## src/rtl/buf_pkg.sv

```systemverilog
// Shared definitions for the text-buffer pipeline (buf_ram, buf_uart_tx and
// later buffer stages).
//   BUF_ADDR_W / BUF_DATA_W / BUF_DEPTH : geometry of the 512x8 text buffer
//   BUF_LEN_W                           : width of a byte count (0..BUF_DEPTH)
//   buf_tx_state_t                      : state encoding of the UART transmitter
//   clamp_len()                         : limits a byte count to the buffer depth
package buf_pkg;

    localparam int BUF_ADDR_W = 9;
    localparam int BUF_DATA_W = 8;
    localparam int BUF_DEPTH  = 512;
    localparam int BUF_LEN_W  = 10;

    typedef enum logic [2:0] {
        ST_IDLE,
        ST_FETCH,
        ST_LOAD,
        ST_START,
        ST_DATA,
        ST_STOP,
        ST_FIN
    } buf_tx_state_t;

    function automatic logic [BUF_LEN_W-1:0] clamp_len(input logic [BUF_LEN_W-1:0] l);
        return (l > BUF_LEN_W'(BUF_DEPTH)) ? BUF_LEN_W'(BUF_DEPTH) : l;
    endfunction

endpackage

```

## src/rtl/baud_gen.sv

```systemverilog
// Loadable bit-period down-counter shared by the UART transmitter and the
// planned receiver.
//   clk  : clock, all logic on posedge
//   rst  : synchronous active-high reset (count = 0)
//   load : restart the period; count becomes CLK_DIV-1 on the next cycle
//   tick : high for the one cycle in which the count is 0 (last cycle of a bit)
// The counter reloads itself after reaching 0, so consecutive bits need no
// further load pulses.
module baud_gen #(
    parameter int CLK_DIV = 16
) (
    input  logic clk,
    input  logic rst,
    input  logic load,
    output logic tick
);

    localparam int CNT_W = (CLK_DIV > 1) ? $clog2(CLK_DIV) : 1;
    localparam logic [CNT_W-1:0] RELOAD = CNT_W'(CLK_DIV - 1);

    logic [CNT_W-1:0] cnt;

    always_ff @(posedge clk) begin
        if (rst) begin
            cnt <= '0;
        end else if (load || cnt == '0) begin
            cnt <= RELOAD;
        end else begin
            cnt <= cnt - 1'b1;
        end
    end

    assign tick = (cnt == '0);

endmodule

```

## src/rtl/buf_uart_tx.sv

```systemverilog
// Walks the text buffer from address 0 and sends each byte as an 8N1 UART
// frame; this is the board's serial console output stage.
//   clk, rst   : clock and synchronous active-high reset
//   start, len : transfer request (sampled in IDLE) and byte count (>512 -> 512)
//   busy, done : transfer in progress / one-cycle end-of-transfer pulse
//   ram_addr   : buffer read address; ram_rdata returns one cycle later
//   txd        : serial line, idle high
// Optional build macro BUF_UART_TX_NUL_STOP_EN: a 8'h00 byte ends the transfer
// without being sent.
//
// state | meaning
// ------+-------------------------------------------------------------
// IDLE  | line high, waiting for start
// FETCH | ram_addr stable while the buffer registers it
// LOAD  | read data captured into shreg, baud counter restarted
// START | start bit (txd=0) for CLK_DIV cycles
// DATA  | 8 data bits, LSB first
// STOP  | stop bit (txd=1); next byte or finish
// FIN   | done pulse, back to IDLE
module buf_uart_tx
    import buf_pkg::*;
#(
    parameter int CLK_DIV = 16
) (
    input  logic                  clk,
    input  logic                  rst,
    input  logic                  start,
    input  logic [BUF_LEN_W-1:0]  len,
    output logic                  busy,
    output logic                  done,
    output logic [BUF_ADDR_W-1:0] ram_addr,
    input  logic [BUF_DATA_W-1:0] ram_rdata,
    output logic                  txd
);

    buf_tx_state_t         state;
    logic [BUF_LEN_W-1:0]  remain;
    logic [BUF_DATA_W-1:0] shreg;
    logic [2:0]            bitcnt;
    logic                  baud_load;
    logic                  tick;

    // Restarting the counter in LOAD makes the start bit exactly CLK_DIV long.
    assign baud_load = (state == ST_LOAD);

    baud_gen #(.CLK_DIV(CLK_DIV)) u_baud (
        .clk  (clk),
        .rst  (rst),
        .load (baud_load),
        .tick (tick)
    );

    always_ff @(posedge clk) begin
        if (rst) begin
            state    <= ST_IDLE;
            remain   <= '0;
            shreg    <= '0;
            bitcnt   <= '0;
            ram_addr <= '0;
            txd      <= 1'b1;
            busy     <= 1'b0;
            done     <= 1'b0;
        end else begin
            case (state)
                ST_IDLE: begin
                    txd  <= 1'b1;
                    done <= 1'b0;
                    if (start) begin
                        busy <= 1'b1;
                        if (len != '0) begin
                            remain   <= clamp_len(len);
                            ram_addr <= '0;
                            state    <= ST_FETCH;
                        end else begin
                            state <= ST_FIN;
                        end
                    end
                end

                ST_FETCH: begin
                    state <= ST_LOAD;
                end

                ST_LOAD: begin
`ifdef BUF_UART_TX_NUL_STOP_EN
                    if (ram_rdata == '0) begin
                        state <= ST_FIN;
                        done  <= 1'b1;
                    end else begin
                        shreg  <= ram_rdata;
                        bitcnt <= '0;
                        txd    <= 1'b0;
                        state  <= ST_START;
                    end
`else
                    shreg  <= ram_rdata;
                    bitcnt <= '0;
                    txd    <= 1'b0;
                    state  <= ST_START;
`endif
                end

                ST_START: begin
                    if (tick) begin
                        txd   <= shreg[0];
                        state <= ST_DATA;
                    end
                end

                ST_DATA: begin
                    if (tick) begin
                        shreg  <= shreg >> 1;
                        bitcnt <= bitcnt + 1'b1;
                        if (bitcnt == 3'd7) begin
                            txd   <= 1'b1;
                            state <= ST_STOP;
                        end else begin
                            txd <= shreg[1];
                        end
                    end
                end

                ST_STOP: begin
                    if (tick) begin
                        if (remain != '0) begin
                            remain <= remain - 1'b1;
                        end
                        if (remain <= BUF_LEN_W'(1)) begin
                            state <= ST_FIN;
                            done  <= 1'b1;
                        end else begin
                            ram_addr <= ram_addr + 1'b1;
                            state    <= ST_FETCH;
                        end
                    end
                end

                ST_FIN: begin
                    // A zero-length request arrives here with done still low,
                    // so it spends one extra cycle before pulsing done.
                    if (done) begin
                        done  <= 1'b0;
                        busy  <= 1'b0;
                        state <= ST_IDLE;
                    end else begin
                        done <= 1'b1;
                    end
                end

                default: begin
                    state <= ST_IDLE;
                end
            endcase
        end
    end

endmodule
```

## config.mk

```make
export PLATFORM = sky130hd
export DESIGN_NAME = buf_uart_tx
export DESIGN_NICKNAME = d
export VERILOG_FILES = /design/src/rtl/buf_pkg.sv /design/src/rtl/baud_gen.sv /design/src/rtl/buf_uart_tx.sv
export SDC_FILE = /design/constraint.sdc
export NUM_CORES = 1
export LEC_CHECK = 0
export CAP_MARGIN = 15
export CORE_UTILIZATION = 50
export CTS_CLUSTER_SIZE = 20
export DETAILED_ROUTE_END_ITERATION = 8
export GPL_ROUTABILITY_DRIVEN = 1
export PLACE_DENSITY = 0.74
export SLEW_MARGIN = 20
export SYNTH_ARGS = -nofsm -noshare
export SYNTH_HDL_FRONTEND = slang
export SYNTH_SLANG_ARGS = --single-unit
```

## constraint.sdc

```tcl
create_clock -name clk -period 2.33 [get_ports clk]
set_input_delay 0.233 -clock clk [delete_from_list [all_inputs] [get_ports clk]]
set_output_delay 0.233 -clock clk [all_outputs]
set_load 0.02 [all_outputs]
```

## Word level (Yosys, flattened, before mapping)

Cells that the tools add are included.

- Register bits after elaboration: 40
- Output and inout bits: 12

- Add/subtract/negate cells: 4
- $lt $le $gt $ge: 2
- Equal/unequal tests: 17
- Muxes and demuxes: 36
- Reductions and logical operators: 17

Operators by type and width:

| cell | number |
|---|---|
| $mux W10 | 5 |
| $mux W9 | 4 |
| $mux W3 | 9 |
| $pmux W3 S7 | 1 |
| $ne A2 B2 Y1 const B | 10 |
| $pmux W10 S2 | 1 |
| $reduce_bool A10 Y1 | 2 |
| $pmux W9 S2 | 1 |
| $pmux W8 S2 | 1 |
| $eq A3 B3 Y1 const B | 4 |
| $gt A10 B10 Y1 const B | 1 |
| $le A10 B1 Y1 const B | 1 |
| $reduce_and A5 Y1 | 2 |
| $sub A10 B1 Y10 const B | 1 |
| $add A9 B1 Y9 const B | 1 |
| $reduce_and A3 Y1 | 3 |
| $mux W1 | 8 |
| $mux W8 | 1 |
| $eq A3 B2 Y1 const B | 2 |
| $pmux W3 S2 | 1 |
| $reduce_and A6 Y1 | 1 |
| $reduce_bool A2 Y1 | 3 |
| $logic_not A4 Y1 | 1 |
| $mux W4 | 1 |
| other kinds (11) | 11 |

## Longest topological paths before layout

Gate-level depths: netlist (run 1).

- Depth after elaboration: 5
- Depth in mapped cells: 9
- Gate-level depth less buffers: 7

## Modules after synthesis

A second synthesis (run 1) with hierarchy kept.

- Cells, all modules: 290
- Area total of the unflattened synthesis: 2,354.8 um2

By module, submodules not included:

| module | times used | cells an instance | area an instance (um2) |
|---|---|---|---|
| buf_uart_tx | 1 | 271 | 2,172.1 |
| baud_gen | 1 | 19 | 182.7 |

## Worst setup path after synthesis (run 1)

OpenSTA, ideal clock, no wires.

- Kind: flip-flop to flip-flop
- From: reg remain[1]
- To: reg remain[1]
- Setup time: 0.086 ns
- Arrival: 1.777 ns
- Required time: 2.244 ns
- Setup slack: 0.467 ns
- Cell stages (with the launch flop): 10
- Path buffers: 2
- Period minus slack after synthesis: 1.863 ns
- Cell sequence: dfxtp_1 -> inv_1 -> ha_1 -> or3b_1 -> buf_4 -> nor4_4 -> o22a_2 -> buf_6 -> a31oi_2 -> a221oi_2

- Longest elaborated chain between the ends: 4

RTL lines:

| what | RTL line | text |
|---|---|---|
| start, declared | buf_uart_tx.sv:37 | `logic [BUF_LEN_W-1:0] remain;` |
| start signal, assigned | buf_uart_tx.sv:71 | `remain <= clamp_len(len);` |
| start signal, assigned | buf_uart_tx.sv:126 | `remain <= remain - 1'b1;` |
| $sub A10 B1 Y10 | buf_uart_tx.sv:126 |  |
| $mux W10 | buf_uart_tx.sv:125 | `if (remain != '0) begin` |
| $mux W10 | buf_uart_tx.sv:124 | `if (tick) begin` |
| $pmux W10 S2 | buf_uart_tx.sv:64 | `case (state)` |

Several ways; a longest one is shown, not always the timed one. The select of a mux whose other input is x is not followed.
A chain may end at the register's enable or synchronous reset.

## Worst setup path in the final report (run 1)

- From: reg remain[1]
- To: reg remain[0]

- Longest elaborated chain between the ends: 3

RTL lines:

| what | RTL line |
|---|---|
| $reduce_bool A10 Y1 | buf_uart_tx.sv:125 |
| $ne A2 B2 Y1 (no source line) | - |
| $reduce_and A5 Y1 (no source line) | - |

Every way passes these cells.

==> results of run 1 <==
## state kept, by name (all words and copies together) (netlist names)
signal and cells:
state 3, done 1, shreg 8, ram_addr 9, remain 10, bitcnt 3
busy 1, u_baud.cnt 4, txd 1
## power by group
part / internal (mW) / switching [mW] / total, mW / leakage [nW]
sequential: 0.815 / 0.155 / 0.970 / 0.327
combinational: 0.433 / 0.575 / 1.01 / 0.635
clock: 0.237 / 0.248 / 0.485 / 0.0510
## worst max-delay path, cell delays in order, from the launching register on
cell      delay, ns
dfxtp_1        0.33
inv_1          0.12
ha_1           0.23
or3b_1         0.48
nor4_4         0.21
o22a_2         0.32
a31oi_1        0.07
a221oi_1       0.27
## routing by layer
metal / GRT usage / wire, um / vias up
li1: - / - / 1116
met3: 0.05051 / 239 / 16
met4: 0.1022 / 133 / 0
met2: 0.3590 / 2517 / 61
met1: 0.3031 / 2649 / 1039
met5: 0 / 0 / -
## layout make-up
cell class,count,area [um^2]
Fill cell,397,1638
Multi-Input combinational cell,220,1374
Timing Repair Buffer,40,380.4
Clock buffer,6,82.58
Clock inverter,2,10.01
Sequential cell,40,800.8
Tap cell,52,65.06
Inverter,9,33.78
## through the flow
stage	instance area, um^2	total power [mW]	instances	hold slack, ns
after CTS	2746	2.459	369	0.4699
after global placement	2654	1.950	361	0.4517
after global routing	2746	2.621	369	0.4955
final	2746	2.463	369	0.4695
after detailed placement	2654	1.973	361	0.4588
after floorplan	2308	1.736	287	0.4106
## cells by family (layout without fill, tap and decap cells)
family                   Yosys count  count (layout)
buffers and inverters             27              57
XOR/XNOR                           5               5
AO/OA/AOI/OAI                     82              82
flip-flops                        40              40
adder cells (fa/ha/maj)            6               6
AND/OR/NAND/NOR                  117             117
multiplexers                      10              10
## cell usage after synthesis, types with 2 or more instances
library cell  instances  area share
a211oi_1             12       0.039
a21o_1                3      0.0098
a21oi_1              26       0.056
a311oi_1              3       0.011
a31oi_1               4       0.011
and2_1                2      0.0054
and3_1                6       0.016
and4_1                2      0.0076
buf_2                 4      0.0087
clkbuf_1              9       0.015
dfxtp_1              40        0.35
ha_1                  6       0.033
inv_1                 9       0.015
mux2_2                2      0.0098
mux2i_1               8       0.035
nand2_1              19       0.031
nand3_1              11       0.024
nand3b_1              2      0.0065
nand4_1               2      0.0054
nor2_1               33       0.054
nor2b_1               2      0.0054
nor3_1               18       0.039
nor4_1                6       0.016
o21ai_0              17       0.037
o22ai_1               3      0.0081
o31ai_1               2      0.0065
or2b_1                2      0.0065
or3b_2                2      0.0076
xnor2_1               3       0.011
xor2_1                2      0.0076
## cell usage in the layout (no fill, tap or decap), types with 6 or more instances in the layout
| cell | count |
|---|---|
| a211oi_1 | 12 |
| a21oi_1 | 26 |
| and3_1 | 6 |
| buf_4 | 8 |
| clkbuf_8 | 6 |
| clkdlybuf4s50_1 | 32 |
| dfxtp_1 | 40 |
| ha_1 | 6 |
| inv_1 | 9 |
| mux2i_1 | 8 |
| nand2_1 | 19 |
| nand3_1 | 11 |
| nor2_1 | 33 |
| nor3_1 | 18 |
| nor4_1 | 6 |
| o21ai_0 | 17 |
## how the worst min path moves through the flow
| stage | from | to | slack (ns) | cells after the start |
|---|---|---|---|---|
| final | u_baud.cnt[0] | u_baud.cnt[0] | 0.47 | 1 |
| after global routing | u_baud.cnt[0] | u_baud.cnt[0] | 0.50 | 1 |
| after CTS | u_baud.cnt[0] | u_baud.cnt[0] | 0.47 | 1 |
| after detailed placement | u_baud.cnt[0] | u_baud.cnt[0] | 0.46 | 1 |
| after global placement | u_baud.cnt[0] | u_baud.cnt[0] | 0.45 | 1 |
| after floorplan | rst | remain[4] | 0.41 | 2 |
==> run_results.csv, run 1 <==
group,metric,value,unit
timing,fmax,469.7,MHz
synthesis,synth_cells,287,
drt,vias,2232,
place,dpl_worst_slack,0.2706,ns
critical_path,reg2reg_depth,7,
critical_path,cp_max_fo,11,
timing,final.period_utilization,0.9137,
drt,via_per_inst,6.049,
synthesis,synth_fp_nets,314,
clocking,cts_htree_levels,2,
die,dieArea,4892,um^2
grt,grt_max_degree,26,
clocking,cts_resized,0,
grt,grt_pass1_wl,9232,um
synthesis,yosysUniqueCellTypes,57,
place,hpwl,3885,um
min_path,hp-class,"reg2reg",
grt,antenna_found_initial,0,
synthesis,async_flop_share,0,
synthesis,synth_top_family_by_area,"simple AND/OR/NAND/NOR gates",
drt,drt-pass1-iter-count,4,
critical_path,cp.arrival,2.33,ns
drt,ant_nets,0,
layout,utilization,0.6264,
timing,finalSetupTns,0,ns
synthesis,synth_mux_area_frac,0.04444,
drt,drt-initial-drc-count,167,
timing,drv_slew,0,
grt,gr-total-overflow,0,
layout,drive_gt1_frac,0.09148,
drt,avgRoutedWirePerCell,15.01,um
synthesis,yosys.area_share.simple,0.2678,
critical_path,startpoint_type,"flip-flop",
timing,setup_slack,0.2010,ns
critical_path,cp-endpoint,"remain[0]",
clocking,cts_setup_buffers,0,
clocking,path_clk_slew,0.09,ns
clocking,holdBufCountCts,0,
die,io_pins,33,
layout,syn2layout_area_growth,18.97,%
timing,finalHoldViolations,0,
synthesis,synth-edff-count,0,
die,die_y,69.95,um
synthesis,synth_flop_cell,"dfxtp_1",
critical_path,crit_path_end_kind,"flip-flop",
pwr,ir_worst_vdd,0.0004883,V
clocking,cts_tree,"built",
clocking,cts_buffers,5,
layout,fin_nets,343,
clocking,cts_sinks,40,
drt,post-route-drc-count,0,
synthesis,synth-adder-area-share,0.03252,
die,fp.dieW,69.95,um
synthesis,synth_compound_area_frac,0.2314,
place,io_buffers,32,
clocking,insertion_delay,0.30,ns
critical_path,r2r_slack,0.20,ns
grt,grt_pass1_vias,2036,
pwr,power_leakage,1.013,nW
critical_path,r2r_start,"remain[1]",
synthesis,synth_area,2308,um^2
pwr,power_density,896.8,nW/um^2
drt,wl,5540,um
synthesis,synth-seq-cells,40,
timing,skew,0.01198,ns
timing,period_needed,2.129,ns
critical_path,crit_required,2.53,ns
timing,setup_violations,0,
die,rows,24,
critical_path,crit_type,"reg2reg",
place,gp_congestion,0.9036,
timing,rsz0062_at_grt,"false",
grt,grt_usage,0.2298,
synthesis,synthXorXnorAreaFrac,0.01897,
clocking,clockBufferDepth,2,
synthesis,synth-seq-area-share,0.3469,
critical_path,startpoint,"remain[1]",
layout,diodes,0,
synthesis,syn_avg_cell_area,8.043,um^2
timing,relSlewSlack,0.6702,
die,core-area,4384,um^2
timing,tightest_slew,0.4941,ns
clocking,clockRootBuffer,"clkbuf_8",
critical_path,r2r-end,"remain[0]",
job,maxCapViolations,0,
die,start_util,0.5265,
outcome,outcome,"finished clean",
synthesis,yosysWarnings,0,
(Power assumes the default switching activity.)
==> run 2: changes to the inputs <==
- DONT_BUFFER_PORTS: not set -> 1
- PLACE_DENSITY: 0.74 -> not set
==> run_results.csv, run 2 (synthesis gave the netlist of run 1 again) <==
group,metric,value,unit
timing,finalSetupTns,0,ns
layout,fin_nets,312,
min_path,hp-class,"in2reg",
clocking,cts_buffers,5,
die,dieArea,4892,um^2
critical_path,crit_required,2.54,ns
drt,drt-initial-drc-count,167,
drt,wl,5381,um
grt,grt_usage,0.2304,
die,rows,24,
grt,gr-total-overflow,0,
critical_path,cp_max_fo,11,
grt,grt_pass1_vias,1900,
timing,relSlewSlack,0.6594,
timing,final.period_utilization,0.8892,
layout,regMostFlops,"remain",
timing,drv_slew,0,
drt,top_layer,"met4",
place,hpwl,3559,um
layout,utilization,0.5628,
timing,setup_violations,0,
die,die_y,69.95,um
pwr,power_density,1012,nW/um^2
timing,finalHoldViolations,0,
layout,largest_reg_flops,10,
job,maxCapViolations,0,
critical_path,startpoint_type,"flip-flop",
grt,grt_max_degree,37,
timing,tightest_slew,0.5102,ns
die,io_pins,33,
clocking,clockBufferDepth,2,
timing,period_needed,2.072,ns
place,gp_congestion,0.8063,
die,fp.dieW,69.95,um
critical_path,cp.arrival,2.28,ns
layout,most-common-layout-cells,"40 x dfxtp_1, 33 x nor2_1, 26 x a21oi_1",
timing,rsz0062_at_grt,"false",
clocking,insertion_delay,0.30,ns
layout,reg_top3,"remain (10), ram_addr (9), shreg (8)",
outcome,outcome,"finished clean",
layout,drive_gt1_frac,0.1014,
critical_path,r2r_slack,0.26,ns
clocking,cts_setup_buffers,0,
drt,vias,2072,
pwr,total_power,2.497,mW
timing,skew,0.006680,ns
grt,grt_pass1_wl,9011,um
drt,avgRoutedWirePerCell,15.92,um
place,io_buffers,0,
critical_path,crit_type,"reg2reg",
layout,final_common_cell,"dfxtp_1",
clocking,path_clk_slew,0.09,ns
layout,diodes,0,
layout,syn2layout_area_growth,6.884,%
clocking,cts_tree,"built",
pwr,power_leakage,0.9055,nW
drt,post-route-drc-count,0,
clocking,cts_sinks,40,
layout,nFillCells,412,
die,core-area,4384,um^2
drt,drt-pass1-iter-count,4,
drt,wl_met3,333,um
die,start_util,0.5265,
clocking,cts_htree_levels,2,
drt,via_per_inst,6.130,
pwr,ir_worst_vdd,0.0005469,V
grt,antenna_found_initial,0,
timing,fmax,482.7,MHz
critical_path,crit_path_end_kind,"flip-flop",
drt,dr_wl_met2,2346,um
drt,drt-met1-wl,2556,um
clocking,clockRootBuffer,"clkbuf_8",
drt,ant_nets,0,
==> run 2: changes by cell type in the layout (fill, tap and decap cells not counted), sizes merged <==
cell / change
clkdlybuf4s50: -32
bufinv: +1
clkbuf: -1
clkinv: -1
clkinvlp: +1
dlygate4sd3: +1
==> run 2: critical path: stages, from the launching register on <==
cell,delay (ns)
dfxtp_1,0.34
inv_1,0.10
ha_1,0.20
or3b_1,0.49
nor4_4,0.21
o22a_2,0.31
a31oi_1,0.07
a221oi_1,0.26
==> run 2: worst paths after layout <==
path         cells after the start     startpoint       endpoint
max                              7      remain[0]      remain[0]
max reg2reg                      7      remain[0]      remain[0]
min                              1            rst    ram_addr[6]
min reg2reg                      1  u_baud.cnt[0]  u_baud.cnt[0]
==> run 2: report_power, final <==
part | total, mW | leakage [nW] | switching [mW] | internal [mW]
combinational | 0.931 | 0.525 | 0.530 | 0.401
clock | 0.580 | 0.0541 | 0.263 | 0.317
sequential | 0.985 | 0.327 | 0.170 | 0.815
==> run 2: cell type report <==
type,count,area (um^2),area share
Clock buffer,5,68.82,0.02789
Tap cell,52,65.06,0.02637
Clock inverter,3,42.54,0.01724
Multi-Input combinational cell,220,1374,0.5568
Inverter,9,33.78,0.01369
Timing Repair Buffer,9,82.58,0.03347
Sequential cell,40,800.8,0.3245
==> run 2: per-stage QoR <==
step,area (um^2),worst slack (ns),instances,hold WS [ns]
after floorplan,2308,0.4668,287,0.4106
after global placement,2326,0.3351,328,0.3065
after detailed placement,2326,0.2983,328,0.3068
after CTS,2467,0.2760,338,0.0004422
after global routing,2467,0.1171,338,0.0002670
final,2467,0.2582,338,0.01060
==> run 2: repair_timing <==
item                                   in CTS  in global routing
endpoints found under the hold margin      36                  0
resized for setup                           0                  0
hold buffers                                2                  0
==> run 2: metal layers <==
| layer | global-route usage | vias to the layer above |
|---|---|---|
| met5 | 0 | - |
| met4 | 0.09778 | 0 |
| met3 | 0.06782 | 12 |
| met2 | 0.3376 | 56 |
| met1 | 0.3141 | 948 |
| li1 | - | 1056 |
==> run 3: changes to the inputs <==
- RECOVER_POWER: not set -> 100
==> run_results.csv, run 3 (synthesis gave the netlist of run 1 again) <==
group,metric,value,unit
place,io_buffers,0,
grt,grt_pass1_wl,9011,um
job,maxCapViolations,0,
critical_path,startpoint,"remain[0]",
clocking,cts_htree_levels,2,
die,dieArea,4892,um^2
clocking,holdBufCountCts,2,
grt,grt_usage,0.2304,
timing,setup_violations,0,
clocking,cts_setup_buffers,0,
critical_path,r2r_slack,0.27,ns
die,rows,24,
drt,drt-pass1-iter-count,4,
layout,syn2layout_area_growth,6.125,%
clocking,clockBufferDepth,2,
grt,grt_max_degree,37,
grt,grt_pass1_vias,1900,
clocking,cts_buffers,5,
drt,wl,5378,um
critical_path,startpoint_type,"flip-flop",
critical_path,crit_type,"reg2reg",
pwr,power_leakage,0.8920,nW
timing,whs,0.007697,ns
place,hpwl,3559,um
critical_path,r2r_start,"remain[0]",
timing,fmax,485.1,MHz
layout,fin_nets,312,
layout,most-common-layout-cells,"40 x dfxtp_1, 33 x nor2_1, 26 x a21oi_1",
pwr,power_density,1011,nW/um^2
timing,skew,0.006257,ns
min_path,hp-class,"in2reg",
pwr,total_power,2.476,mW
drt,avgRoutedWirePerCell,15.91,um
layout,final_cells,338,
outcome,outcome,"finished clean",
critical_path,cp-endpoint,"remain[0]",
layout,final_common_cell,"dfxtp_1",
critical_path,reg2reg_depth,7,
grt,antenna_found_initial,0,
drt,post-route-drc-count,0,
place,gp_congestion,0.8063,
clocking,cts_tree,"built",
die,start_util,0.5265,
die,die_y,69.95,um
timing,finalHoldViolations,0,
clocking,cts_resized,0,
clocking,cts_sinks,40,
pwr,ir_worst_vdd,0.0005464,V
layout,drive_gt1_frac,0.08741,
timing,relSlewSlack,0.6539,
timing,drv_slew,0,
critical_path,cp.arrival,2.27,ns
layout,regMostFlops,"remain",
critical_path,r2r-end,"remain[0]",
timing,final.period_utilization,0.8848,
drt,ant_nets,0,
layout,largest_reg_flops,10,
drt,vias,2065,
die,io_pins,33,
timing,tightest_slew,0.5184,ns
drt,via_per_inst,6.109,
min_path,hold_path_depth,1,
clocking,insertion_delay,0.30,ns
die,fp.dieW,69.95,um
timing,finalSetupTns,0,ns
clocking,path_clk_slew,0.09,ns
critical_path,cp_max_fo,11,
critical_path,crit_path_end_kind,"flip-flop",
layout,diodes,0,
die,core-area,4384,um^2
critical_path,crit_required,2.54,ns
drt,drt-initial-drc-count,176,
timing,period_needed,2.061,ns
layout,reg_top3,"remain (10), ram_addr (9), shreg (8)",
timing,rsz0062_at_grt,"false",
place,dp.cells,328,
grt,gr-total-overflow,0,
clocking,clockRootBuffer,"clkbuf_8",
==> run 3: changes by cell type in the layout (fill, tap and decap cells not counted), sizes merged <==
cell | previous run | this run
clkbuf | 5 | 9
buf | 8 | 4
==> run 3: how the worst min path moves through the flow <==
stage,from,to,slack (ns)
3_3_place_gp,rst,remain[5],0.31
2_1_floorplan,rst,remain[4],0.41
5_1_grt,rst,ram_addr[6],0.0003
4_1_cts,rst,ram_addr[6],0.0004
3_5_place_dp,rst,remain[1],0.31
6_report,rst,ram_addr[6],0.008
==> run 3: layout make-up <==
type | instances | area [um^2]
inverter | 9 | 33.78
tap | 52 | 65.06
clock inverter | 3 | 42.54
timing repair buffer | 9 | 71.32
fill | 416 | 1934
clock buffer | 5 | 68.82
multi-input combinational | 220 | 1368
sequential | 40 | 800.8
==> run 3: metrics by stage <==
| stage | setup slack [ns] | utilization | area [um^2] |
|---|---|---|---|
| final | 0.2685 | 0.5588 | 2450 |
| after global routing | 0.09549 | 0.5588 | 2450 |
| after CTS | 0.2760 | 0.5628 | 2467 |
| after detailed placement | 0.2983 | 0.5305 | 2326 |
| after global placement | 0.3351 | 0.5305 | 2326 |
| after floorplan | 0.4668 | - | 2308 |
==> run 3: report_power, final <==
group | leakage (nW) | internal [mW] | switching [mW] | total [mW]
clock network | 0.0541 | 0.317 | 0.263 | 0.580
logic | 0.511 | 0.384 | 0.527 | 0.911
registers | 0.327 | 0.815 | 0.170 | 0.985
total | 0.892 | 1.52 | 0.960 | 2.48
==> run 3: per-layer routing <==
metal / global-route usage / wire length [um]
met4: 0.09778 / 144
met2: 0.3376 / 2335
met1: 0.3141 / 2532
met3: 0.06782 / 365
met5: 0 / 0
==> run 3: worst max-delay path, stage by stage, from the launching register on <==
cell and delay, ns:
dfxtp_1 0.34, inv_1 0.10, ha_1 0.20, or3b_1 0.49, nor4_4 0.21, o22a_2 0.31, a31oi_1 0.06, a221oi_1 0.26
